`config.mk`:
```
export PLATFORM = sky130hd
export DESIGN_NAME = fetch_unit_flat
export DESIGN_NICKNAME = d
export VERILOG_FILES = /design/src/rtl/fetch_unit_pkg.sv /design/src/rtl/fetch_unit_if.sv /design/src/rtl/fetch_unit_queue.sv /design/src/rtl/fetch_unit.sv /design/src/flat_wrapper.sv
export SDC_FILE = /design/constraint.sdc
export NUM_CORES = 1
export LEC_CHECK = 0
export BUFFER_PORTS_ARGS = -buffer_cell sky130_fd_sc_hd__clkbuf_2
export CORE_AREA = 4 4 82 84
export DETAILED_ROUTE_END_ITERATION = 16
export DIE_AREA = 0 0 86 88
export PLACE_DENSITY = 0.73
export SLEW_MARGIN = 5
export SYNTH_ARGS = -nofsm -noshare
export SYNTH_HDL_FRONTEND = slang
export SYNTH_SLANG_ARGS = --single-unit
```
`constraint.sdc`:
```
create_clock -name clk -period 1.8 [get_ports clk]
set_input_delay 0.36 -clock clk [delete_from_list [all_inputs] [get_ports clk]]
set_output_delay 0.36 -clock clk [all_outputs]
set_load 0.03 [all_outputs]
```
`src/rtl/fetch_unit_pkg.sv`:
```
// Shared definitions for the fetch stage: control FSM state encodings and the op field.
package fetch_unit_pkg;

    typedef enum logic [3:0] {
        FETCH  = 4'd0,
        DECODE = 4'd1,
        ADD    = 4'd2,
        PC     = 4'd3,
        JL1    = 4'd4,
        JL2    = 4'd5
    } ctrl_state_e;

    localparam int OP_W = 3;

    typedef enum logic {
        REQ_IDLE = 1'b0,
        REQ_BUSY = 1'b1
    } req_state_e;

endpackage

```
`src/rtl/fetch_unit_if.sv`:
```
// Instruction-memory read port: req/addr held until a one-cycle ack returns rdata.
interface fetch_unit_if #(
    parameter int PC_W = 8,
    parameter int IW   = 8
);
    logic            req;
    logic [PC_W-1:0] addr;
    logic            ack;
    logic [IW-1:0]   rdata;

    modport master (output req, addr, input ack, rdata);
    modport slave  (input req, addr, output ack, rdata);
endinterface

```
`src/rtl/fetch_unit_queue.sv`:
```
// Two-deep FIFO of prefetched {addr, instr} entries; flush wins over push/pop.
module fetch_queue #(
    parameter int W = 16
) (
    input  logic         clk,
    input  logic         rst,
    input  logic         push,
    input  logic         pop,
    input  logic         flush,
    input  logic [W-1:0] din,
    output logic [W-1:0] dout,
    output logic [1:0]   count
);
    logic [W-1:0] mem [2];
    logic         wr_ptr;
    logic         rd_ptr;

    always_ff @(posedge clk) begin
        if (push && !flush) begin
            mem[wr_ptr] <= din;
        end
    end

    always_ff @(posedge clk or negedge rst) begin
        if (!rst) begin
            wr_ptr <= 1'b0;
            rd_ptr <= 1'b0;
            count  <= 2'd0;
        end else if (flush) begin
            wr_ptr <= 1'b0;
            rd_ptr <= 1'b0;
            count  <= 2'd0;
        end else begin
            if (push) wr_ptr <= ~wr_ptr;
            if (pop)  rd_ptr <= ~rd_ptr;
            case ({push, pop})
                2'b10:   count <= count + 2'd1;
                2'b01:   count <= count - 2'd1;
                default: count <= count;
            endcase
        end
    end

    assign dout = mem[rd_ptr];
endmodule

```
`src/rtl/fetch_unit.sv`:
```
// Instruction fetch: prefetches into a 2-entry queue, loads ir/pc in FETCH, redirects on JL2.
//  req_cur  | meaning
//  REQ_IDLE | no read outstanding; may issue a read of fpc
//  REQ_BUSY | read outstanding at imem.addr, waiting for ack
module fetch_unit
    import fetch_unit_pkg::*;
#(
    parameter int PC_W = 8,
    parameter int IW   = 8
) (
    input  logic            clk,
    input  logic            rst,
    input  logic [3:0]      state,
    input  logic [PC_W-1:0] jump_target,
    fetch_unit_if.master    imem,
    output logic [IW-1:0]   ir,
    output logic [OP_W-1:0] op,
    output logic [PC_W-1:0] pc,
    output logic            stall
);
    localparam logic [PC_W-1:0] PC_ONE = 1;

    req_state_e        req_cur;
    req_state_e        req_nxt;
    logic [PC_W-1:0]   fpc;
    logic [PC_W-1:0]   addr_q;
    logic              discard;
    logic [1:0]        q_count;
    logic [PC_W+IW-1:0] q_dout;
    logic              redirect;
    logic              fetch_st;
    logic              acked;
    logic              push;
    logic              pop;
    logic              issue;

    assign redirect = (state == JL2);
    assign fetch_st = (state == FETCH);
    assign acked    = (req_cur == REQ_BUSY) && imem.ack;
    // Data returning for a request that a jump has already overtaken is dropped.
    assign push     = acked && !discard && !redirect;
    assign pop      = fetch_st && (q_count != 2'd0);
    assign issue    = (req_cur == REQ_IDLE) && (q_count < 2'd2) && !redirect;
    assign stall    = fetch_st && (q_count == 2'd0);

    always_ff @(posedge clk or negedge rst) begin
        if (!rst) req_cur <= REQ_IDLE;
        else      req_cur <= req_nxt;
    end

    always_comb begin
        req_nxt = req_cur;
        case (req_cur)
            REQ_IDLE: if (issue)    req_nxt = REQ_BUSY;
            REQ_BUSY: if (imem.ack) req_nxt = REQ_IDLE;
            default:                req_nxt = REQ_IDLE;
        endcase
    end

    assign imem.req  = (req_cur == REQ_BUSY);
    assign imem.addr = addr_q;

    always_ff @(posedge clk or negedge rst) begin
        if (!rst) begin
            addr_q  <= '0;
            fpc     <= '0;
            discard <= 1'b0;
        end else begin
            if (issue) addr_q <= fpc;
            if (redirect)  fpc <= jump_target;
            else if (push) fpc <= fpc + PC_ONE;
            // An un-acked read outstanding across a jump must not land in the queue.
            if (acked)                                 discard <= 1'b0;
            else if (redirect && req_cur == REQ_BUSY)  discard <= 1'b1;
        end
    end

    fetch_queue #(.W(PC_W + IW)) u_queue (
        .clk   (clk),
        .rst   (rst),
        .push  (push),
        .pop   (pop),
        .flush (redirect),
        .din   ({imem.addr, imem.rdata}),
        .dout  (q_dout),
        .count (q_count)
    );

    always_ff @(posedge clk or negedge rst) begin
        if (!rst) begin
            ir <= '0;
            pc <= '0;
        end else if (pop) begin
            ir <= q_dout[IW-1:0];
            pc <= q_dout[PC_W+IW-1:IW];
        end
    end

    assign op = ir[IW-1 -: OP_W];
endmodule
```
`src/flat_wrapper.sv`:
```
// flat-port wrapper written by rule: the top's interface ports become plain ports
module fetch_unit_flat import fetch_unit_pkg::*;
#(
    parameter int PC_W = 8,
    parameter int IW   = 8
)
  (clk, rst, state, jump_target, ir, op, pc, stall, imem_req, imem_addr, imem_ack, imem_rdata);
  fetch_unit_if #(.PC_W(PC_W), .IW(IW)) imem_i ();
  input  logic clk;
  input  logic rst;
  input  logic [3:0] state;
  input  logic [PC_W-1:0] jump_target;
  output logic [IW-1:0] ir;
  output logic [OP_W-1:0] op;
  output logic [PC_W-1:0] pc;
  output logic stall;
  output wire logic [$bits(imem_i.req)-1:0] imem_req;
  output wire logic [$bits(imem_i.addr)-1:0] imem_addr;
  input wire logic [$bits(imem_i.ack)-1:0] imem_ack;
  input wire logic [$bits(imem_i.rdata)-1:0] imem_rdata;
  assign imem_req = imem_i.req;
  assign imem_addr = imem_i.addr;
  assign imem_i.ack = imem_ack;
  assign imem_i.rdata = imem_rdata;
  fetch_unit #(.PC_W(PC_W), .IW(IW)) u_core (.clk(clk), .rst(rst), .state(state), .jump_target(jump_target), .imem(imem_i), .ir(ir), .op(op), .pc(pc), .stall(stall));
endmodule
```
==> summary.txt <==
Outcome
  • Run status: finished, final reports clean

Critical path
  • Reg2reg start: u_core.imem.req
  • Kind of critical path: input port to output pin
  • Crit start category: input port
  • Worst Reg-to-Reg Cells: 6
  • Critical path's largest stage delay: 0.57 ns
  • RR Endpoint: u_core.u_queue.count[1]
  • Cell family with most CP delay: simple AND/OR/NAND/NOR gates
  • Worst R2R Setup Slack: about 0.14 ns
  • CP Max Fanout: 2
  • CP endpoint kind: output pin
  • CP Data Arrival Time: around 1.4 ns
  • CP Data Required Time: between 1 and 1.5 ns
  • Critical path buffers and inverters: 2
  • WP depth: 4
  • Critical path's slowest cell: or4_4
  • CP Cell Sequence: clkbuf_2 -> or4_4 -> nor3_1 -> buf_2

Yosys
  • Synth warn: 0
  • Syn Area/Cell: 14.30 um2
  • Post-Syn Area: 2874 um2
  • Mapped Nets: around 230
  • Post-Syn Instances: around 200
  • Number of synthesized register bits: 70
  • Sequential area share after synthesis: 0.6652
  • Netlist cell types: 31

Placed design
  • Post-placement cell area: ~3300 um2
  • Placement Setup Slack: -0.1454 ns
  • Port bufs: 51
  • Post-DP HPWL: around 3.5 mm
  • Final GP Congestion: ~0.78

Final layout
  • Finished Cell Area: 3518 um2
  • Layout cells sized above 1: 0.4333
  • Commonest non-fill, non-tap cell in the layout: clkbuf_2
  • Diodes inserted: 0
  • Most frequent cells in the layout: 50 x clkbuf_2, 38 x dfrtp_1, 32 x edfxtp_1
  • Area Growth Syn to Fin: 22.42%
  • Post-layout util: 0.5943
  • Final nets: just under 300
  • # fillers: approximately 500

Detailed routing
  • Vias: 1,737
  • Met2 Routed Length: around 2.6 mm
  • Via density: a little over 5
  • Drt pass-1 iters: 4
  • Final WL: about 5.1 mm
  • M1 wire length: 2.112 mm
  • Routed WL per cell: between 10 and 15 um
  • Highest Signal Layer: met4
  • Routed wl met3: 282 um
  • Post-route ant nets: 0
  • DRC viols: 0
  • Initial DRC count: between 70 and 80

Timing
  • Worst hold margin: between 0.2 and 0.25 ns
  • Final Hold Vio Count: 0
  • Setup WS post-layout: 0.06851 ns
  • Unrepaired setup endpoints after global routing: no
  • Fin crit share: 0.9619
  • Final Setup Violations: 0
  • Fmax: 0.5775 GHz
  • Setup TNS Final: 0 ns
  • Slew HR: 0.6803
  • Final Max Slew Viols: 0
  • Clk_skew: around 0.0097 ns
  • Fin crit period: about 1.7 ns
  • Least-Margin Pin Slew: between 0.4 and 0.5 ns

CTS
  • Clk root buf: clkbuf_8
  • Num CTS Buffers: 9
  • Max Root-Sink Buffers: 2
  • CTS tree: yes
  • Reg clk slew, reported paths: ~0.07 ns
  • Clock sinks: 70
  • Clock latency at the later pin of the worst-skew pair: ~0.34 ns
  • Post-CTS Setup Repair Bufs: 0
  • H-tree depth: 3

GRT
  • Grt ovf: 0
  • First-pass GRT wire length: between 8 and 9 mm
  • Initial antenna violation count: 0
  • All-Layer GR Usage: 0.1465
  • Largest net degree at the start of global routing: 27
  • Vias in the first global route: approximately 1,800

Pwr
  • Power Density: approximately 1800 nW/um2
  • Maximum vdd drop: 1.026 mV
  • P_leak: roughly 0.0014 uW

Floorplanning
  • IO Pins: between 50 and 60
  • Die W: approximately 86 um
  • Core ar.: slightly below 6000 um2
  • Die Span Y: ~88 um
  • Initial Utilization: 0.4854
  • Row cnt: 28
  • Die ar.: 7568 um2

Hold path
  • Hold Crit Class: input port to flip-flop
  • Worst hold endpoint: u_core.u_queue.mem[0][7]
  • Hold Startpoint: imem_rdata[7]
  • Hold Path Cell Cnt: 1

Flow run
  • Maxcap violations: 0
worst max-delay path by stage:
| stage | startpoint | end | slack, ns |
|---|---|---|---|
| detailed placement | state[2] | u_core.u_queue.count[1] | -0.15 |
| CTS | state[2] | stall | 0.05 |
| finish | state[2] | stall | 0.07 |
| floorplan | state[2] | u_core.u_queue.count[1] | -0.23 |
| global placement | state[2] | u_core.u_queue.count[1] | -0.08 |
| global route | u_core.imem.req | u_core.u_queue.count[1] | 0.01 |
cell type report:
type | instances | area, um2 | share of cell area
clock inverter | 4 | 46.29 | 0.01316
timing repair buffer | 65 | 425.4 | 0.1209
clock buffer | 12 | 145.1 | 0.04125
tap | 75 | 93.84 | 0.02667
sequential | 70 | 1912 | 0.5434
inverter | 3 | 11.26 | 0.003201
multi-input combinational | 116 | 884.6 | 0.2514
synth_stat cells (all sizes together):
| cell type | instances | area [um2] |
|---|---|---|
| mux2 | 8 | 90.09 |
| nand3b | 1 | 7.510 |
| mux2i | 17 | 170.2 |
| nand4b | 1 | 8.760 |
| inv | 3 | 11.26 |
| nand2 | 10 | 37.54 |
| a21oi | 19 | 143.9 |
| nand4 | 3 | 18.77 |
| clkbuf | 3 | 21.27 |
| buf | 9 | 77.57 |
| xnor2 | 7 | 61.31 |
| or4 | 1 | 11.26 |
| xor2 | 4 | 35.03 |
| nor3 | 3 | 15.01 |
| nor2 | 24 | 138.9 |
| nor4 | 1 | 6.260 |
| or3 | 2 | 12.51 |
| nand3 | 1 | 5.000 |
| o21ai | 10 | 50.05 |
| edfxtp | 32 | 960.9 |
| ha | 2 | 25.02 |
| dfrtp | 38 | 950.9 |
| and3b | 1 | 8.760 |
| nand2b | 1 | 6.260 |
routing by layer:
| metal | vias up | GRT usage |
|---|---|---|
| li1 | 836 | - |
| met2 | 43 | 0.2481 |
| met1 | 850 | 0.1729 |
| met4 | 0 | 0.05612 |
| met3 | 8 | 0.04986 |
| met5 | - | 0 |
per-stage QoR:
step | power (uW) | cells
2_1_floorplan | 4359 | 201
3_3_place_gp | 5013 | 328
3_5_place_dp | 5104 | 328
4_1_cts | 6339 | 345
5_1_grt | 6595 | 345
6_report | 6244 | 345
power breakdown:
group | switching [uW] | total (uW) | internal [uW]
logic | 1400 | 2300 | 901
registers | 441 | 2730 | 2290
clock network | 540 | 1210 | 672
total | 2380 | 6240 | 3860
sequential cells by signal, summed over array words and instances (netlist names):
register               count
u_core.u_queue.rd_ptr      1
u_core.ir                  8
u_core.imem.req            1
u_core.pc                  8
u_core.u_queue.count       2
u_core.u_queue.wr_ptr      1
u_core.discard             1
u_core.fpc                 8
u_core.imem.addr           8
u_core.u_queue.mem        32
what timing repair did:
action	CTS	global route
hold buffers	1	0
hold endpoints to repair	15	0
endpoints found under the setup margin	0	1
gates resized for setup	0	1
logic make-up (layout without fill, tap and decap cells):
group,count (synthesis),after routing,share of synthesized area
AO/OA/AOI/OAI,29,29,0.06748
XOR/XNOR,11,11,0.03352
adder cells (fa/ha/maj),2,2,0.008706
buffers and inverters,15,84,0.03831
flip-flops,70,70,0.6652
multiplexers,25,25,0.09055
AND/OR/NAND/NOR,49,49,0.09622
worst reg2reg max path: cells and delay by family (launching register included):
| family | cells | cell delay (ns) |
|---|---|---|
| AO/OA/AOI/OAI | 1 | 0.15 |
| flip-flops | 1 | 0.46 |
| AND/OR/NAND/NOR | 3 | 0.66 |
| adder cells (fa/ha/maj) | 1 | 0.20 |
| XOR/XNOR | 1 | 0.12 |
(Power assumes the default switching activity.)
